===== config.mk =====
export PLATFORM = sky130hd
export DESIGN_NAME = search_datapath
export DESIGN_NICKNAME = d
export VERILOG_FILES = /design/src/rtl/search_datapath.sv
export SDC_FILE = /design/constraint.sdc
export NUM_CORES = 1
export LEC_CHECK = 0
export CAP_MARGIN = 10
export CORE_AREA = 2 2 116 118
export CTS_CLUSTER_SIZE = 25
export DETAILED_ROUTE_END_ITERATION = 8
export DIE_AREA = 0 0 118 120
export GPL_TIMING_DRIVEN = 0
export PLACE_DENSITY_LB_ADDON = 0.25
export SYNTH_ARGS = -nofsm -noshare
export SYNTH_HDL_FRONTEND = slang
export SYNTH_SLANG_ARGS = --single-unit

===== constraint.sdc =====
create_clock -name clk -period 3 [get_ports clk]
set_clock_uncertainty 0.1 [all_clocks]
set_input_delay 0.6 -clock clk [delete_from_list [all_inputs] [get_ports clk]]
set_output_delay 0.6 -clock clk [all_outputs]
set_load 0.01 [all_outputs]

===== src/rtl/search_datapath.sv =====
// Linear key search over a small write-anywhere memory.
// Controller sequences load/mv_addr; found reports hit or exhaustion.
module search_datapath #(
    parameter int DATA_W = 8,
    parameter int ADDR_W = 4
) (
    input  logic              clk,
    input  logic              reset,
    input  logic              wr_en,
    input  logic [ADDR_W-1:0] wr_addr,
    input  logic [DATA_W-1:0] wr_data,
    input  logic [DATA_W-1:0] key,
    input  logic              key_latch,
    input  logic              load,
    input  logic              mv_addr,
    output logic              found,
    output logic              hit,
    output logic              exhausted,
    output logic [ADDR_W-1:0] addr,
    output logic [ADDR_W-1:0] match_addr,
    output logic [DATA_W-1:0] data_q
);

    localparam logic [ADDR_W-1:0] LAST = '1;

    logic [DATA_W-1:0] mem [2**ADDR_W];
    logic [DATA_W-1:0] key_q;
    logic [DATA_W-1:0] rd_word;
    logic              match_now;

    assign rd_word   = mem[addr];
    assign match_now = (rd_word == key_q);
    assign found     = hit | exhausted;

    // Memory survives reset; writes are simply blocked while it is held.
    always_ff @(posedge clk) begin
        if (!reset && wr_en) begin
            mem[wr_addr] <= wr_data;
        end
    end

    always_ff @(posedge clk) begin
        if (reset) begin
            key_q      <= '0;
            addr       <= '0;
            data_q     <= '0;
            match_addr <= '0;
            hit        <= 1'b0;
            exhausted  <= 1'b0;
        end else if (key_latch) begin
            key_q      <= key;
            addr       <= '0;
            data_q     <= '0;
            match_addr <= '0;
            hit        <= 1'b0;
            exhausted  <= 1'b0;
        end else if (!found) begin
            if (load) begin
                data_q <= rd_word;
                if (match_now) begin
                    hit        <= 1'b1;
                    match_addr <= addr;
                end
            end
            // A hit in the same cycle as the final advance must win.
            if (mv_addr) begin
                if (addr != LAST) begin
                    addr <= addr + 1'b1;
                end else if (!(load && match_now)) begin
                    exhausted <= 1'b1;
                end
            end
        end
    end

endmodule

* Yosys cells after proc, flatten, opt, wreduce, memory -nomap -nowiden
Memories as Yosys holds them, arrays and structs flattened. A register that Yosys moved wholly into a read port is not among the register bits.
Cells that the tools add are included.
** Word-level totals
- Flip-flop bits (word level) :: 26
- Bits in writable memories :: 128
- Output and inout bits :: 19
- Logic and storage cells :: 26
- Memories :: 1
** Operators by class
- Add/subtract/negate cells :: 1
- Equality and inequality tests :: 2
- Multiplexer cells :: 4
- Bitwise operators :: 4
- Reductions and logical operators :: 8
** Memory list
- mem :: words 16, width 8, read ports 1, clocked after memory_dff 1, wr ports 1, RTL line 26 : logic [DATA_W-1:0] mem [2**ADDR_W];
** Operators with widths (count)
- == test 8 bit :: 1
- two-way mux 4 bit :: 2
- AND reduction 3 bit :: 2
- adder 4 x 1 -> 4 bit (second input constant) :: 1
- != test 4 bit (second input constant) :: 1
- AND reduction 4 bit :: 1
- NOT 1 bit :: 3
- logical AND 1 bit :: 2
- two-way mux 1 bit :: 2
- AND reduction 2 bit :: 1
- OR reduction 2 bit :: 1
- zero test 1 bit :: 1
- OR 1 bit :: 1

* Longest topological paths before layout
Gate-level depths: netlist (run 1).
- Depth in word-level cells :: 5
- Mapped depth :: 10
- Gate-level depth less buffers :: 7

* Worst setup path after synthesis (run 1)
Ideal clock, no wire load.
- Path kind :: register to register
- Start :: register with a tool-made name
- End :: register match_addr[0]
- Setup time :: 132 ps
- Arrival time :: 2303 ps
- Setup slack :: 465 ps
- Cell stages (with the launch flop) :: 10
- Path buffers :: 2
- Clock period less this slack :: 2535 ps
- Cell sequence :: dfxtp_1 > buf_6 > buf_4 > mux2_2 > o22ai_1 > o22ai_1 > xor2_1 > or4_4 > o31ai_1 > a21oi_1
** RTL lines
- end signal: assignment :: RTL line 62 : match_addr <= addr;
- end: declaration :: RTL line 20 : output logic [ADDR_W-1:0] match_addr,

==> flow_summary.yaml, run 1 <==
critical_path:
  crit_family: "compound AO/OA/AOI/OAI gates"
  criticalPathCategory: "flip-flop to flip-flop"
  cp_max_fo: 10
  r2r_slack_ps: 150
  start_kind: "flip-flop"
  crit_path_end_kind: "flip-flop"
  crit_top_cell: "buf_8"
  cp_num_buf_inv: 3
  cp_slowest_cell: "or4_4"
  required_ps: 3180
  cpPeakStageDelay_ps: 610
  worstPathCellList: "buf_6, buf_8, buf_8, mux4_2, o22ai_1, o22ai_2, xor2_1, or4_4, o31ai_1, a21oi_1"
  crit_arrival_ps: 3020
placement:
  placed_area_sq_um: 7000
  dp.cells: 599
  place_ws_ps: -32.5
  port_buffers: 43
  gp_congestion: 0.784
  dp.final_hpwl_um: 8880
synth:
  synth_area_per_cell_sq_um: 16.7
  synth_flop_cell: "edfxtp_1"
  syn_nets: 404
  synth_compound_area_frac: 0.0316
  muxShareOfSynthArea: 0.152
  ys_types: 45
  synth_xor_area_frac: 0.0139
  synthSimpleGateAreaFrac: 0.0735
  ys_ff_latch: 158
  synth_top_family_by_area: "multiplexers"
  seq_area_frac_synth: 0.705
  synthAdderAreaFrac: 0.00199
  ys_async_sr_fraction: 0
  synth_area_sq_um: 6300
  synth_edf_count: 128
  ys_warn_count: 0
  postSynthCellCount: 377
job:
  maxCapViolations: 0
global_route:
  antenna_found_initial: 0
  grt_first_pass_wirelength_um: 20700
  grt_max_degree: 17
  grt_pass1_vias: 3573
  grt-ovfl-total: 0
  grt_use_total: 0.204
sta:
  worst_pin_slew_ps: 1170
  finalSetupTns_ps: 0
  final_max_slew_viol_count: 0
  setup_slack_ps: 153
  fin_crit_sh: 0.949
  fmax_mhz: 351
  relSlewSlack: 0.217
  finalHoldViolCount: 0
  post-route-min-period_ps: 2850
  setup-violations-final: 0
die:
  die_width_um: 118
  start_util: 0.485
  die_h_um: 120
  core_area_sq_um: 13000
  die-area_sq_um: 14200
  num_io_pins: 45
  std_cell_rows: 42
power_and_ir_drop:
  p_int_mw: 3.95
  clockPowerShare: 0.458
  p_per_area_nw_per_um2: 629
  ir_drop_uv: 415
  p_sw_frac: 0.184
  p_leak_nw: 2.49
  switchingPower_uw: 893
  p_comb_frac: 0.044
  p_seq_frac: 0.499
layout:
  area.growth.synth_to_final_pct: 22.2
  stdcell_count: 628
  diodes: 0
  nNetsFinal: 469
  drive_above_1_share: 0.199
  final_area_sq_um: 7700
  final_util: 0.593
clock_network:
  clock_path_buffers: 2
  path_clk_slew_ps: 60
  h-tree-depth: 4
  cts_root_buffer: "clkbuf_16"
  clock_sinks: 158
  clock_latency_ps: 410
  cts-buffers-inserted: 17
  post_cts_buffers: 0
  hold_buffers: 0
  cts_tree: "built"
routing:
  via_per_inst: 5.51
  drtPass1Iterations: 4
  drtIter0Drc: 289
  postRouteAntennaNets: 0
  post_drt_wl_per_cell_um: 21.3
  vias: 3462
  routed_wirelength_um: 13400
  drcViolationCount: 0
hold_path:
  hold_path.class: "flip-flop to flip-flop"
outcome:
  status: "finished, final reports clean"
## worst reg2reg max path, delay by kind of cell (launching register included)
| family | cells | cell delay (ps) |
|---|---|---|
| AOI/OAI and AO/OA | 4 | 710 |
| and+or+nand+nor | 1 | 610 |
| buffers and inverters | 3 | 470 |
| DFF | 1 | 330 |
| muxes | 1 | 300 |
| xor gates and xnor gates | 1 | 200 |
## metrics by stage
step           total power, mW  hold slack [ps]
4_1_cts                   4.88              358
2_1_floorplan             2.56              376
6_report                  4.84              358
3_3_place_gp              2.65              341
5_1_grt                   5.00              382
3_5_place_dp              2.66              351
## final cells by class
class / instances / area (sq um)
plain buffers: 20 / 164
inverters: 3 / 11.3
clock buffers: 20 / 437
fillers: 972 / 5280
flip-flops and latches: 158 / 4440
clock inverters: 9 / 169
repair buffers: 46 / 460
well taps: 176 / 220
multi-input cells: 196 / 1790
## power by group through the flow
stage | logic [mW] | clock network [mW] | registers [mW]
final | 0.212 | 2.22 | 2.42
after global routing | 0.229 | 2.35 | 2.42
after CTS | 0.207 | 2.26 | 2.42
after detailed placement | 0.202 | 0 | 2.46
after global placement | 0.193 | 0 | 2.46
after floorplan | 0.101 | 0 | 2.46
## cells by family after synthesis
logic type               count (synthesis)
adder cells (fa/ha/maj)                  1
flip-flops                             158
AND/OR/NAND/NOR                         92
buffers and inverters                   23
AO/OA/AOI/OAI                           31
XOR/XNOR                                10
multiplexers                            62
## layer usage
metal	part of all wire	routed length (um)	global-route usage	vias up
met5	0	0	0	-
met4	0.011	142	0.0693	0
met3	0.054	720	0.0561	12
met2	0.53	7030	0.353	105
met1	0.41	5470	0.247	1747
li1	-	-	-	1598
## Yosys cell counts (3+ instances only)
master / instances / area share
o22ai_1: 6 / 0.0060
edfxtp_1: 128 / 0.61
clkbuf_1: 7 / 0.0042
o31ai_1: 4 / 0.0048
nor2_1: 36 / 0.021
mux4_2: 26 / 0.093
buf_2: 4 / 0.0032
mux2i_1: 26 / 0.041
inv_1: 3 / 0.0018
mux2_2: 9 / 0.016
o21ai_0: 4 / 0.0032
nand2b_1: 6 / 0.0060
a21oi_1: 11 / 0.0087
xor2_1: 8 / 0.011
buf_6: 5 / 0.0089
nand2_1: 20 / 0.012
nor3_1: 7 / 0.0056
nand4_1: 5 / 0.0050
dfxtp_1: 30 / 0.095
## state kept, by name, indices dropped and copies added (netlist names), named ones only
register,flops
addr,4
data_q,8
exhausted,1
hit,1
key_q,8
match_addr,4
mem,128
## worst paths after layout
kind	end	depth (start not counted)	start
max reg2reg	match_addr[3]	10	flip-flop
min	data_q[1]	2	data_q[1]
max	match_addr[3]	10	flip-flop
min reg2reg	data_q[1]	2	data_q[1]
## placed cells by master (no fill, tap or decap), types with 5 or more instances in the layout
cell type	count
edfxtp_1	128
clkdlybuf4s50_1	43
nor2_1	36
dfxtp_1	30
mux4_2	26
mux2i_1	22
nand2_1	20
clkbuf_16	17
a21oi_1	11
clkbuf_1	9
mux2_2	9
xor2_1	8
buf_6	7
nand2b_1	6
o22ai_1	5
nand4_1	5
bufinv_16	5
## repair_timing
| action | CTS | global route |
|---|---|---|
| cloned | 0 | 0 |
| setup endpoints to repair | 4 | 4 |
| gates resized for setup | 4 | 21 |
No activity file was read; power rests on OpenSTA's default activity.
==> run 2: changes to the inputs <==
SLEW_MARGIN = 20   (was unset)
==> run 2 against run 1 <==
Register-to-register slack got worse by 40 ps. Routed wire length shrank 2.1%. Cell count rose by 0.32%. Combinational power about the same. Critical endpoint is now match_addr[0]. Total power fell by 8.7%. First-iteration DRC count rose by 12%. Sequential cell count unchanged.
==> flow_summary.yaml, run 2 (synthesized netlist as in run 1, its figures left out) <==
outcome:
  status: "finished, final reports clean"
layout:
  area.growth.synth_to_final_pct: 20.2
  reg_top3: "mem (128), data_q (8), key_q (8)"
  diodes: 0
  final_area_sq_um: 7570
  max_flop_register: "mem"
  nNetsFinal: 470
  drive_above_1_share: 0.203
  multiInputGateArea_sq_um: 1790
  nFillCells: 1009
  largest_reg_flops: 128
  final_cell_mix: "edfxtp_1 (128), clkdlybuf4s50_1 (43), nor2_1 (36), dfxtp_1 (30), mux4_2 (26)"
  final_util: 0.583
  seq_area_sq_um: 4440
  final_common_cell: "edfxtp_1"
routing:
  vias: 3492
  via_per_inst: 5.54
  routed_wirelength_um: 13100
  post_drt_wl_per_cell_um: 20.8
  drtPass1Iterations: 5
  drtIter0Drc: 323
  drcViolationCount: 0
  postRouteAntennaNets: 0
critical_path:
  cp_max_fo: 10
  crit_top_cell: "buf_6"
  criticalPathCategory: "flip-flop to flip-flop"
  cp_num_buf_inv: 3
  required_ps: 3180
  cp_slowest_cell: "or4_4"
  worstPathCellList: "buf_6, buf_6, buf_8, mux4_2, mux2i_1, mux2i_2, xor2_1, or4_4, o31ai_1, a21oi_1"
  crit_family: "multiplexers"
  crit_path_end_kind: "flip-flop"
  cpPeakStageDelay_ps: 600
  crit_arrival_ps: 3060
  start_kind: "flip-flop"
clock_network:
  clock_path_buffers: 2
  cts_root_buffer: "clkbuf_16"
  path_clk_slew_ps: 60
  h-tree-depth: 4
  cts-buffers-inserted: 17
  post_cts_buffers: 0
  clock_sinks: 158
  cts_tree: "built"
  clock_latency_ps: 420
sta:
  post-route-min-period_ps: 2880
  rsz0062_at_grt: "no"
  fmax_mhz: 347
  setup-violations-final: 0
  final_max_slew_viol_count: 0
  relSlewSlack: 0.256
  fin_crit_sh: 0.961
  finalHoldViolCount: 0
  worst_pin_slew_ps: 1110
placement:
  dp.final_hpwl_um: 8940
  port_buffers: 43
  gp_congestion: 0.784
  placed_area_sq_um: 7010
global_route:
  grt_use_total: 0.197
  grt_max_degree: 17
  grt-ovfl-total: 0
  grt_pass1_vias: 3558
  antenna_found_initial: 0
  grt_first_pass_wirelength_um: 20100
die:
  die-area_sq_um: 14200
  die_width_um: 118
  num_io_pins: 45
  core_area_sq_um: 13000
  die_h_um: 120
  start_util: 0.485
  std_cell_rows: 42
power_and_ir_drop:
  p_per_area_nw_per_um2: 584
  p_leak_nw: 2.43
  ir_drop_uv: 486
hold_path:
  hold_path.class: "flip-flop to flip-flop"
job:
  maxCapViolations: 0
==> run 2: cell count changes in the layout (fill, tap and decap cells not counted), sizes merged <==
cell,before,now
clkinvlp,0,2
bufinv,5,0
clkinv,4,7
clkbuf,27,29
==> run 2: path summary, 6_finish.rpt <==
check,startpoint,to,slack (ps),cells past startpoint
setup / recovery,flip-flop,match_addr[0],120,10
hold reg to reg,data_q[1],data_q[1],360,2
setup reg to reg,flip-flop,match_addr[0],120,10
hold / removal,data_q[1],data_q[1],360,2
==> run 2: cell type report <==
type | count | share of cell area
clock inverters | 9 | 0.00644
well taps | 176 | 0.0291
repair buffers | 47 | 0.0618
plain buffers | 20 | 0.0192
clock buffers | 21 | 0.0582
multi-input cells | 196 | 0.237
inverters | 3 | 0.00149
flip-flops and latches | 158 | 0.587
==> run 2: routing by layer <==
metal | up-vias | GRT usage | part of all wire
met2 | 127 | 0.336 | 0.51
li1 | 1605 | - | -
met4 | 0 | 0.0648 | 0.015
met3 | 12 | 0.0580 | 0.063
met1 | 1748 | 0.243 | 0.41
met5 | - | 0 | 0
==> run 2: repair_timing <==
| item | CTS | global route |
|---|---|---|
| resized for setup | 4 | 17 |
| endpoints found under the hold margin | 0 | 0 |
| hold buffers | 0 | 0 |
| pin swaps | 0 | 1 |
| cloned | 0 | 0 |
| setup endpoints to repair | 3 | 4 |
==> run 2: report_power, final <==
group	internal [mW]	switching (mW)
sequential	2.40	0.0138
combinational	0.0942	0.116
clock	1.03	0.765
==> run 2: metrics by stage <==
| step | total power [mW] | setup TNS [ps] | worst slack [ps] | cells | hold slack [ps] |
|---|---|---|---|---|---|
| 2_1_floorplan | 2.56 | 0 | 465 | 377 | 376 |
| 3_3_place_gp | 2.65 | -12960 | -471 | 596 | 341 |
| 3_5_place_dp | 2.66 | -117 | -39.6 | 600 | 347 |
| 4_1_cts | 4.45 | 0 | 32.4 | 630 | 354 |
| 5_1_grt | 4.57 | 0 | 3.71 | 630 | 390 |
| 6_report | 4.42 | 0 | 118 | 630 | 356 |
==> run 2: worst reg2reg max path, cell delays in order (launching register included) <==
cell and delay (ps):
dfxtp_1 330, buf_6 140, buf_6 180, buf_8 170, mux4_2 310, mux2i_1 190, mux2i_2 160, xor2_1 210
or4_4 600, o31ai_1 260, a21oi_1 100
